[src/rtl/rtds_tx_sched.sv]
// rtds_tx_sched: ping-pong frame store that sends the active frame as one
// AXI-Stream packet a programmable delay after each transmit trigger.
`timescale 1ns/1ps
module rtds_tx_sched #(
  parameter int DATA_WIDTH  = 32,
  parameter int MAX_WORDS   = 64,
  parameter int ADDR_WIDTH  = 6,
  parameter int DELAY_WIDTH = 16
) (
  input  logic                   m_axis_aclk,
  input  logic                   m_axis_aresetn,
  input  logic                   wr_en,
  input  logic [ADDR_WIDTH-1:0]  wr_addr,
  input  logic [DATA_WIDTH-1:0]  wr_data,
  input  logic                   wr_commit,
  input  logic [ADDR_WIDTH:0]    cfg_len,
  input  logic [DELAY_WIDTH-1:0] cfg_delay,
  input  logic                   trigger,
  output logic                   m_axis_tvalid,
  output logic [DATA_WIDTH-1:0]  m_axis_tdata,
  output logic                   m_axis_tlast,
  input  logic                   m_axis_tready,
  output logic                   busy,
  output logic                   commit_err,
  output logic [15:0]            drop_cnt,
  output logic [15:0]            pkt_cnt
);

  typedef enum logic [1:0] {
    ST_IDLE,
    ST_WAIT,
    ST_SEND
  } state_e;

  localparam logic [ADDR_WIDTH:0] MAX_LEN = (ADDR_WIDTH + 1)'(MAX_WORDS);
  localparam logic [ADDR_WIDTH:0] LEN_ONE = (ADDR_WIDTH + 1)'(1);

  logic [DATA_WIDTH-1:0] bank0_mem [MAX_WORDS];
  logic [DATA_WIDTH-1:0] bank1_mem [MAX_WORDS];

  state_e                 state_q, state_d;
  logic                   bank_sel_q, bank_sel_d;
  logic [ADDR_WIDTH:0]    len_q, len_d;
  logic [ADDR_WIDTH:0]    pend_len_q, pend_len_d;
  logic                   pend_q, pend_d;
  logic                   frame_valid_q, frame_valid_d;
  logic [DELAY_WIDTH-1:0] dly_cnt_q, dly_cnt_d;
  logic [ADDR_WIDTH-1:0]  rd_ptr_q, rd_ptr_d;
  logic                   commit_err_q, commit_err_d;
  logic [15:0]            drop_cnt_q, drop_cnt_d;
  logic [15:0]            pkt_cnt_q, pkt_cnt_d;

  logic                   commit_ok;
  logic                   swap_apply;
  logic                   drop;
  logic                   last_beat;
  logic [DATA_WIDTH-1:0]  rd_word;

  // Host writes always land in the bank that is not being transmitted.
  always_ff @(posedge m_axis_aclk) begin
    if (wr_en) begin
      if (bank_sel_q) begin
        bank0_mem[wr_addr] <= wr_data;
      end else begin
        bank1_mem[wr_addr] <= wr_data;
      end
    end
  end

  assign commit_ok  = (cfg_len != '0) && (cfg_len <= MAX_LEN);
  assign swap_apply = (state_q == ST_IDLE) && pend_q;
  assign last_beat  = ({1'b0, rd_ptr_q} == (len_q - LEN_ONE));
  assign rd_word    = bank_sel_q ? bank1_mem[rd_ptr_q] : bank0_mem[rd_ptr_q];

  always_comb begin
    state_d       = state_q;
    bank_sel_d    = bank_sel_q;
    len_d         = len_q;
    pend_len_d    = pend_len_q;
    pend_d        = pend_q;
    frame_valid_d = frame_valid_q;
    dly_cnt_d     = dly_cnt_q;
    rd_ptr_d      = rd_ptr_q;
    commit_err_d  = commit_err_q;
    drop_cnt_d    = drop_cnt_q;
    pkt_cnt_d     = pkt_cnt_q;
    drop          = 1'b0;

    if (swap_apply) begin
      bank_sel_d    = ~bank_sel_q;
      len_d         = pend_len_q;
      frame_valid_d = 1'b1;
      pend_d        = 1'b0;
    end

    if (wr_commit) begin
      if (commit_ok) begin
        pend_len_d = cfg_len;
        pend_d     = 1'b1;
      end else begin
        commit_err_d = 1'b1;
      end
    end

    // WAIT always lasts dly_cnt+1 cycles, so trigger-to-first-valid is delay+1.
    case (state_q)
      ST_IDLE: begin
        if (trigger) begin
          if (frame_valid_q && !swap_apply) begin
            dly_cnt_d = cfg_delay;
            rd_ptr_d  = '0;
            state_d   = ST_WAIT;
          end else begin
            drop = 1'b1;
          end
        end
      end
      ST_WAIT: begin
        drop = trigger;
        if (dly_cnt_q == '0) begin
          state_d = ST_SEND;
        end else begin
          dly_cnt_d = dly_cnt_q - DELAY_WIDTH'(1);
        end
      end
      ST_SEND: begin
        drop = trigger;
        if (m_axis_tready) begin
          if (last_beat) begin
            state_d   = ST_IDLE;
            pkt_cnt_d = pkt_cnt_q + 16'd1;
          end else begin
            rd_ptr_d = rd_ptr_q + ADDR_WIDTH'(1);
          end
        end
      end
      default: begin
        state_d = ST_IDLE;
      end
    endcase

    if (drop && (drop_cnt_q != 16'hFFFF)) begin
      drop_cnt_d = drop_cnt_q + 16'd1;
    end
  end

  always_ff @(posedge m_axis_aclk) begin
    if (!m_axis_aresetn) begin
      state_q       <= ST_IDLE;
      bank_sel_q    <= 1'b0;
      len_q         <= '0;
      pend_len_q    <= '0;
      pend_q        <= 1'b0;
      frame_valid_q <= 1'b0;
      dly_cnt_q     <= '0;
      rd_ptr_q      <= '0;
      commit_err_q  <= 1'b0;
      drop_cnt_q    <= '0;
      pkt_cnt_q     <= '0;
    end else begin
      state_q       <= state_d;
      bank_sel_q    <= bank_sel_d;
      len_q         <= len_d;
      pend_len_q    <= pend_len_d;
      pend_q        <= pend_d;
      frame_valid_q <= frame_valid_d;
      dly_cnt_q     <= dly_cnt_d;
      rd_ptr_q      <= rd_ptr_d;
      commit_err_q  <= commit_err_d;
      drop_cnt_q    <= drop_cnt_d;
      pkt_cnt_q     <= pkt_cnt_d;
    end
  end

  // Data and last are forced low outside SEND so every output reads 0 after reset.
  assign m_axis_tvalid = (state_q == ST_SEND);
  assign m_axis_tdata  = m_axis_tvalid ? rd_word : '0;
  assign m_axis_tlast  = m_axis_tvalid && last_beat;
  assign busy          = (state_q != ST_IDLE);
  assign commit_err    = commit_err_q;
  assign drop_cnt      = drop_cnt_q;
  assign pkt_cnt       = pkt_cnt_q;

endmodule

[config.mk]
export PLATFORM = sky130hd
export DESIGN_NAME = rtds_tx_sched
export DESIGN_NICKNAME = d
export VERILOG_FILES = /design/src/rtl/rtds_tx_sched.sv
export SDC_FILE = /design/constraint.sdc
export NUM_CORES = 2
export LEC_CHECK = 0
export ABC_CLOCK_PERIOD_IN_PS = 3500
export CAP_MARGIN = 20
export CORE_MARGIN = 2
export CORE_UTILIZATION = 30
export DETAILED_ROUTE_END_ITERATION = 10
export GPL_TIMING_DRIVEN = 0
export PLACE_DENSITY = 0.48
export SETUP_SLACK_MARGIN = 0.02
export SYNTH_ARGS = -nofsm -noshare
export SYNTH_HDL_FRONTEND = slang
export SYNTH_SLANG_ARGS = --single-unit
[constraint.sdc]
create_clock -name m_axis_aclk -period 3.5 [get_ports m_axis_aclk]
set_input_delay 0.875 -clock m_axis_aclk [delete_from_list [all_inputs] [get_ports m_axis_aclk]]
set_output_delay 0.875 -clock m_axis_aclk [all_outputs]
set_load 0.01 [all_outputs]
==> flow_results.xml <==
<?xml version="1.0" encoding="UTF-8"?>
<metrics>
  <group name="setup_path">
    <metric name="critical_path.endpoint_type" unit="">primary output</metric>
    <metric name="capture_point_of_the_worst_path" unit="">m_axis_tdata[17]</metric>
    <metric name="setup.worst_path.start_class" unit="">register</metric>
    <metric name="slowest_stage" unit="">sky130_fd_sc_hd__or3_4</metric>
    <metric name="critical_path.reg2reg.startpoint" unit="">bank_sel_q</metric>
    <metric name="critical-path-max-stage-delay" unit="ns">0.65</metric>
    <metric name="worstSetupPathDepth" unit="">10</metric>
    <metric name="ff2ff_path_depth" unit="">6</metric>
    <metric name="cp_top_family" unit="">simple AND/OR/NAND/NOR gates</metric>
    <metric name="cp.arrival" unit="ns">4.69</metric>
    <metric name="worstReg2RegEnd" unit="">bank0_mem[16][18]</metric>
    <metric name="crit_required" unit="ns">2.62</metric>
    <metric name="cell_chain_critical_path" unit="">buf_12 -&gt; buf_6 -&gt; buf_2 -&gt; mux2i_1 -&gt; a22oi_1 -&gt; nand3_1 -&gt; nand4_1 -&gt; or3_4 -&gt; o31a_1 -&gt; clkdlybuf4s50_1</metric>
    <metric name="worstPathMaxFanout" unit="">10</metric>
    <metric name="critical_path.n_buffers_inverters" unit="">4</metric>
    <metric name="worst_reg2reg_setup_slack" unit="ns">-0.13</metric>
    <metric name="critical_path_class" unit="">register to primary output</metric>
  </group>
  <group name="timing">
    <metric name="clock-skew-final" unit="ns">0.0626</metric>
    <metric name="slew_violations" unit="">0</metric>
    <metric name="finalSetupViolations" unit="">414</metric>
    <metric name="final-hold-violation-count" unit="">0</metric>
    <metric name="max_freq" unit="MHz">180</metric>
    <metric name="totalNegativeSetupSlack" unit="ns">-79.25</metric>
    <metric name="worst-slew-pin-transition" unit="ns">1.20</metric>
    <metric name="grt_setup_unrepaired" unit="">true</metric>
    <metric name="layout_worst_path_cycle_share" unit="%">159</metric>
    <metric name="period_needed" unit="ns">5.56</metric>
    <metric name="timing.slew.headroom" unit="%">19.8</metric>
    <metric name="final.setup.worst_slack" unit="ns">-2.06</metric>
  </group>
  <group name="yosys">
    <metric name="ys_dominant_reg_cell" unit="">sky130_fd_sc_hd__edfxtp_1</metric>
    <metric name="syn_area" unit="µm²">159000</metric>
    <metric name="syn-mean-instance-area" unit="µm²">20.8</metric>
    <metric name="netlist.top_cell.by_area" unit="">sky130_fd_sc_hd__edfxtp_1</metric>
    <metric name="syn-instance-count" unit="">7661</metric>
    <metric name="yosys.cell_count.top_type" unit="">sky130_fd_sc_hd__edfxtp_1</metric>
    <metric name="synth_enable_flop_cells" unit="">4096</metric>
    <metric name="seq_area_frac_synth" unit="%">78.1</metric>
    <metric name="ys_types" unit="">72</metric>
    <metric name="post_syn_nets" unit="">7737</metric>
    <metric name="post_synth_main_area_contributors" unit="">sky130_fd_sc_hd__edfxtp_1 77%, sky130_fd_sc_hd__mux4_2 11%, sky130_fd_sc_hd__mux2i_1 3.6%</metric>
    <metric name="synth.ff_latch_count" unit="">4176</metric>
    <metric name="ys.warnings.count" unit="">0</metric>
    <metric name="async_flop_share" unit="%">0</metric>
    <metric name="synthTopCellsByCount" unit="">4096 x sky130_fd_sc_hd__edfxtp_1, 751 x sky130_fd_sc_hd__mux4_2, 568 x sky130_fd_sc_hd__mux2i_1</metric>
    <metric name="synth_top_area_share" unit="%">77.1</metric>
  </group>
  <group name="floorplanning">
    <metric name="floorplan.die.height" unit="µm">733</metric>
    <metric name="floorplan.initialDensity" unit="%">30.1</metric>
    <metric name="dieWidth" unit="µm">733</metric>
    <metric name="top_level_ports" unit="">135</metric>
    <metric name="core" unit="µm²">529000</metric>
    <metric name="std_cell_rows" unit="">267</metric>
    <metric name="die_area" unit="µm²">537000</metric>
  </group>
  <group name="placed_design">
    <metric name="post-dp-hpwl" unit="µm">353000</metric>
    <metric name="dp_worst_setup_slack" unit="ns">-3.65</metric>
    <metric name="placed_cells" unit="">15015</metric>
    <metric name="globalplace.congestion" unit="">0.915</metric>
    <metric name="place.port_buffers" unit="">128</metric>
    <metric name="post_dp_cell_area" unit="µm²">175000</metric>
  </group>
  <group name="outcome">
    <metric name="violated_checks" unit="">setup timing</metric>
    <metric name="result_of_the_run" unit="">finished, violations left</metric>
  </group>
  <group name="global_routing">
    <metric name="gr-usage-all-layers" unit="%">18.2</metric>
    <metric name="grt_first_pass_wirelength" unit="µm">685000</metric>
    <metric name="grt_remaining_overflow" unit="">0</metric>
    <metric name="number_of_global_route_vias_before_repair" unit="">82294</metric>
    <metric name="grt_antenna_before_repair" unit="">55</metric>
    <metric name="grt_max_degree" unit="">94</metric>
  </group>
  <group name="pwr">
    <metric name="power.switching_fraction" unit="%">22.4</metric>
    <metric name="power.density_cell_area" unit="nW/µm²">561</metric>
    <metric name="clockPowerShare" unit="%">42.4</metric>
    <metric name="static-leakage-power" unit="nW">58.6</metric>
    <metric name="max-vdd-ir-drop" unit="µV">430</metric>
    <metric name="intPower" unit="W">0.0851</metric>
    <metric name="share_comb_of_total_power" unit="%">7.3</metric>
    <metric name="switchingPower" unit="W">0.0246</metric>
    <metric name="power.share.sequential" unit="%">50.3</metric>
  </group>
  <group name="clock_tree">
    <metric name="ctsRootBufferMaster" unit="">sky130_fd_sc_hd__clkbuf_16</metric>
    <metric name="numCtsBuffers" unit="">443</metric>
    <metric name="clkSinkCount" unit="">4176</metric>
    <metric name="h_tree_level_count" unit="">5</metric>
    <metric name="clk_latency" unit="ns">1.05</metric>
    <metric name="clk_path_buf_depth" unit="">4</metric>
    <metric name="worst_setup_hold_path_clk_slew" unit="ns">0.06</metric>
    <metric name="cts_tree" unit="">yes</metric>
  </group>
  <group name="finish">
    <metric name="num-fill-cells" unit="">48144</metric>
    <metric name="non_filler_cells_final" unit="">15998</metric>
    <metric name="syn_to_final_growth" unit="%">22.5</metric>
    <metric name="post-route-cell-area" unit="µm²">195000</metric>
    <metric name="num-nets-final" unit="">8683</metric>
    <metric name="final_layout_size_suffix_gt1_share" unit="%">29.6</metric>
  </group>
  <group name="route">
    <metric name="routed-via-count" unit="">83137</metric>
    <metric name="wirelength" unit="µm">508000</metric>
    <metric name="drt.antenna.violating_nets" unit="">0</metric>
    <metric name="dr.first_iter.drc_count" unit="">10285</metric>
    <metric name="detail_route.first_pass.iterations" unit="">8</metric>
    <metric name="drcViolationCount" unit="">0</metric>
    <metric name="drt-vias-per-instance" unit="">5.20</metric>
    <metric name="drt-wirelength-per-cell" unit="µm">31.8</metric>
  </group>
  <group name="worst_hold_path">
    <metric name="worstHoldStart" unit="">wr_data[4]</metric>
    <metric name="worst_hold_check_path_type" unit="">input port to register</metric>
  </group>
  <group name="run">
    <metric name="drv.max_cap_violation_count" unit="">0</metric>
  </group>
</metrics>
-- layout make-up --
type	count	area, µm²	area share [%]
tap	6994	8750	4.48
buffer	422	3990	2.04
multi-input combinational	3021	35900	18.4
clock buffer	540	11600	5.97
clock inverter	281	2630	1.35
sequential	4176	125000	63.8
timing repair buffer	509	7590	3.88
inverter	34	128	0.0654
antenna	21	52.6	0.0269
-- placed cells by master, fill, tap and decap left out, types with 54 or more instances in the layout --
cell type,instances
sky130_fd_sc_hd__nand3_2,70
sky130_fd_sc_hd__clkinv_2,93
sky130_fd_sc_hd__clkbuf_16,466
sky130_fd_sc_hd__buf_12,164
sky130_fd_sc_hd__clkbuf_4,74
sky130_fd_sc_hd__clkbuf_1,148
sky130_fd_sc_hd__nor2_1,54
sky130_fd_sc_hd__a22oi_1,390
sky130_fd_sc_hd__mux4_2,751
sky130_fd_sc_hd__nand2_1,176
sky130_fd_sc_hd__clkinv_1,112
sky130_fd_sc_hd__nor2_4,135
sky130_fd_sc_hd__clkdlybuf4s50_1,68
sky130_fd_sc_hd__nand3_1,116
sky130_fd_sc_hd__edfxtp_1,4096
sky130_fd_sc_hd__a22oi_2,90
sky130_fd_sc_hd__nand4_1,110
sky130_fd_sc_hd__dfxtp_1,70
sky130_fd_sc_hd__buf_6,94
sky130_fd_sc_hd__buf_16,86
sky130_fd_sc_hd__buf_4,169
sky130_fd_sc_hd__mux2i_1,566
sky130_fd_sc_hd__clkbuf_2,97
sky130_fd_sc_hd__buf_8,57
-- power groups by stage --
| stage | clock network (W) | registers (W) | logic (W) |
|---|---|---|---|
| final | 0.0465 | 0.0552 | 0.00796 |
| after detailed placement | 0 | 0.0562 | 0.00708 |
| after CTS | 0.0473 | 0.0552 | 0.00760 |
| after floorplan | 0 | 0.0562 | 0.00366 |
| after global routing | 0.0492 | 0.0552 | 0.00839 |
| after global placement | 0 | 0.0566 | 0.00674 |
-- worst min-delay path by stage --
stage,end,slack [ns],cells past startpoint
after floorplan,len_q[4],0.44,2
after global placement,pkt_cnt[15],0.46,2
after detailed placement,pend_len_q[6],0.47,2
after CTS,bank1_mem[48][9],0.26,1
after global routing,bank1_mem[48][9],0.27,1
final,bank0_mem[33][4],0.28,1
-- kinds of logic after synthesis --
kind of cell             Yosys count  share of synthesized area, %
multiplexers                    1320                          14.2
flip-flops                      4176                          78.1
AO/OA/AOI/OAI                    801                          3.62
adder cells (fa/ha/maj)            9                        0.0706
AND/OR/NAND/NOR                  869                          2.72
buffers and inverters            466                          1.16
XOR/XNOR                          20                         0.110
-- stage by stage --
step | hold slack (ns) | utilization [%] | total power, W
detailed placement | 0.470 | 33.1 | 0.0633
floorplan | 0.443 | - | 0.0599
CTS | 0.256 | 36.4 | 0.110
global placement | 0.458 | 32.0 | 0.0633
finish | 0.277 | 36.9 | 0.110
global route | 0.272 | 36.9 | 0.113
-- worst register-to-register path, delay by kind of cell (launching register included) --
family | cells | cell delay [ns]
buffers and inverters | 3 | 1.16
DFF | 1 | 0.44
and+or+nand+nor | 3 | 1.65
-- routing by layer --
| metal | up-vias | share of wire, % | global-route usage, % |
|---|---|---|---|
| met5 | - | 0.011 | 0 |
| met4 | 10 | 3.1 | 5.06 |
| met3 | 659 | 7.8 | 3.43 |
| met2 | 3368 | 46 | 29.0 |
| met1 | 44969 | 43 | 25.5 |
| li1 | 34131 | - | - |
-- registers in the layout, summed over array words and instances, names as in the netlist, 2 cells and up, named ones only --
name,flops
pend_len_q,7
dly_cnt_q,16
len_q,7
rd_ptr_q,6
drop_cnt,16
state_q,2
pkt_cnt,16
bank1_mem,2048
bank0_mem,2048
-- timing repair --
item	4_1_cts	5_1_grt
gates resized for setup	1131	367
hold buffers	0	0
cloned	2	8
buffers inserted	3	135
pin swaps	112	137
endpoints found under the setup margin	3401	673
(Power assumes the default switching activity.)
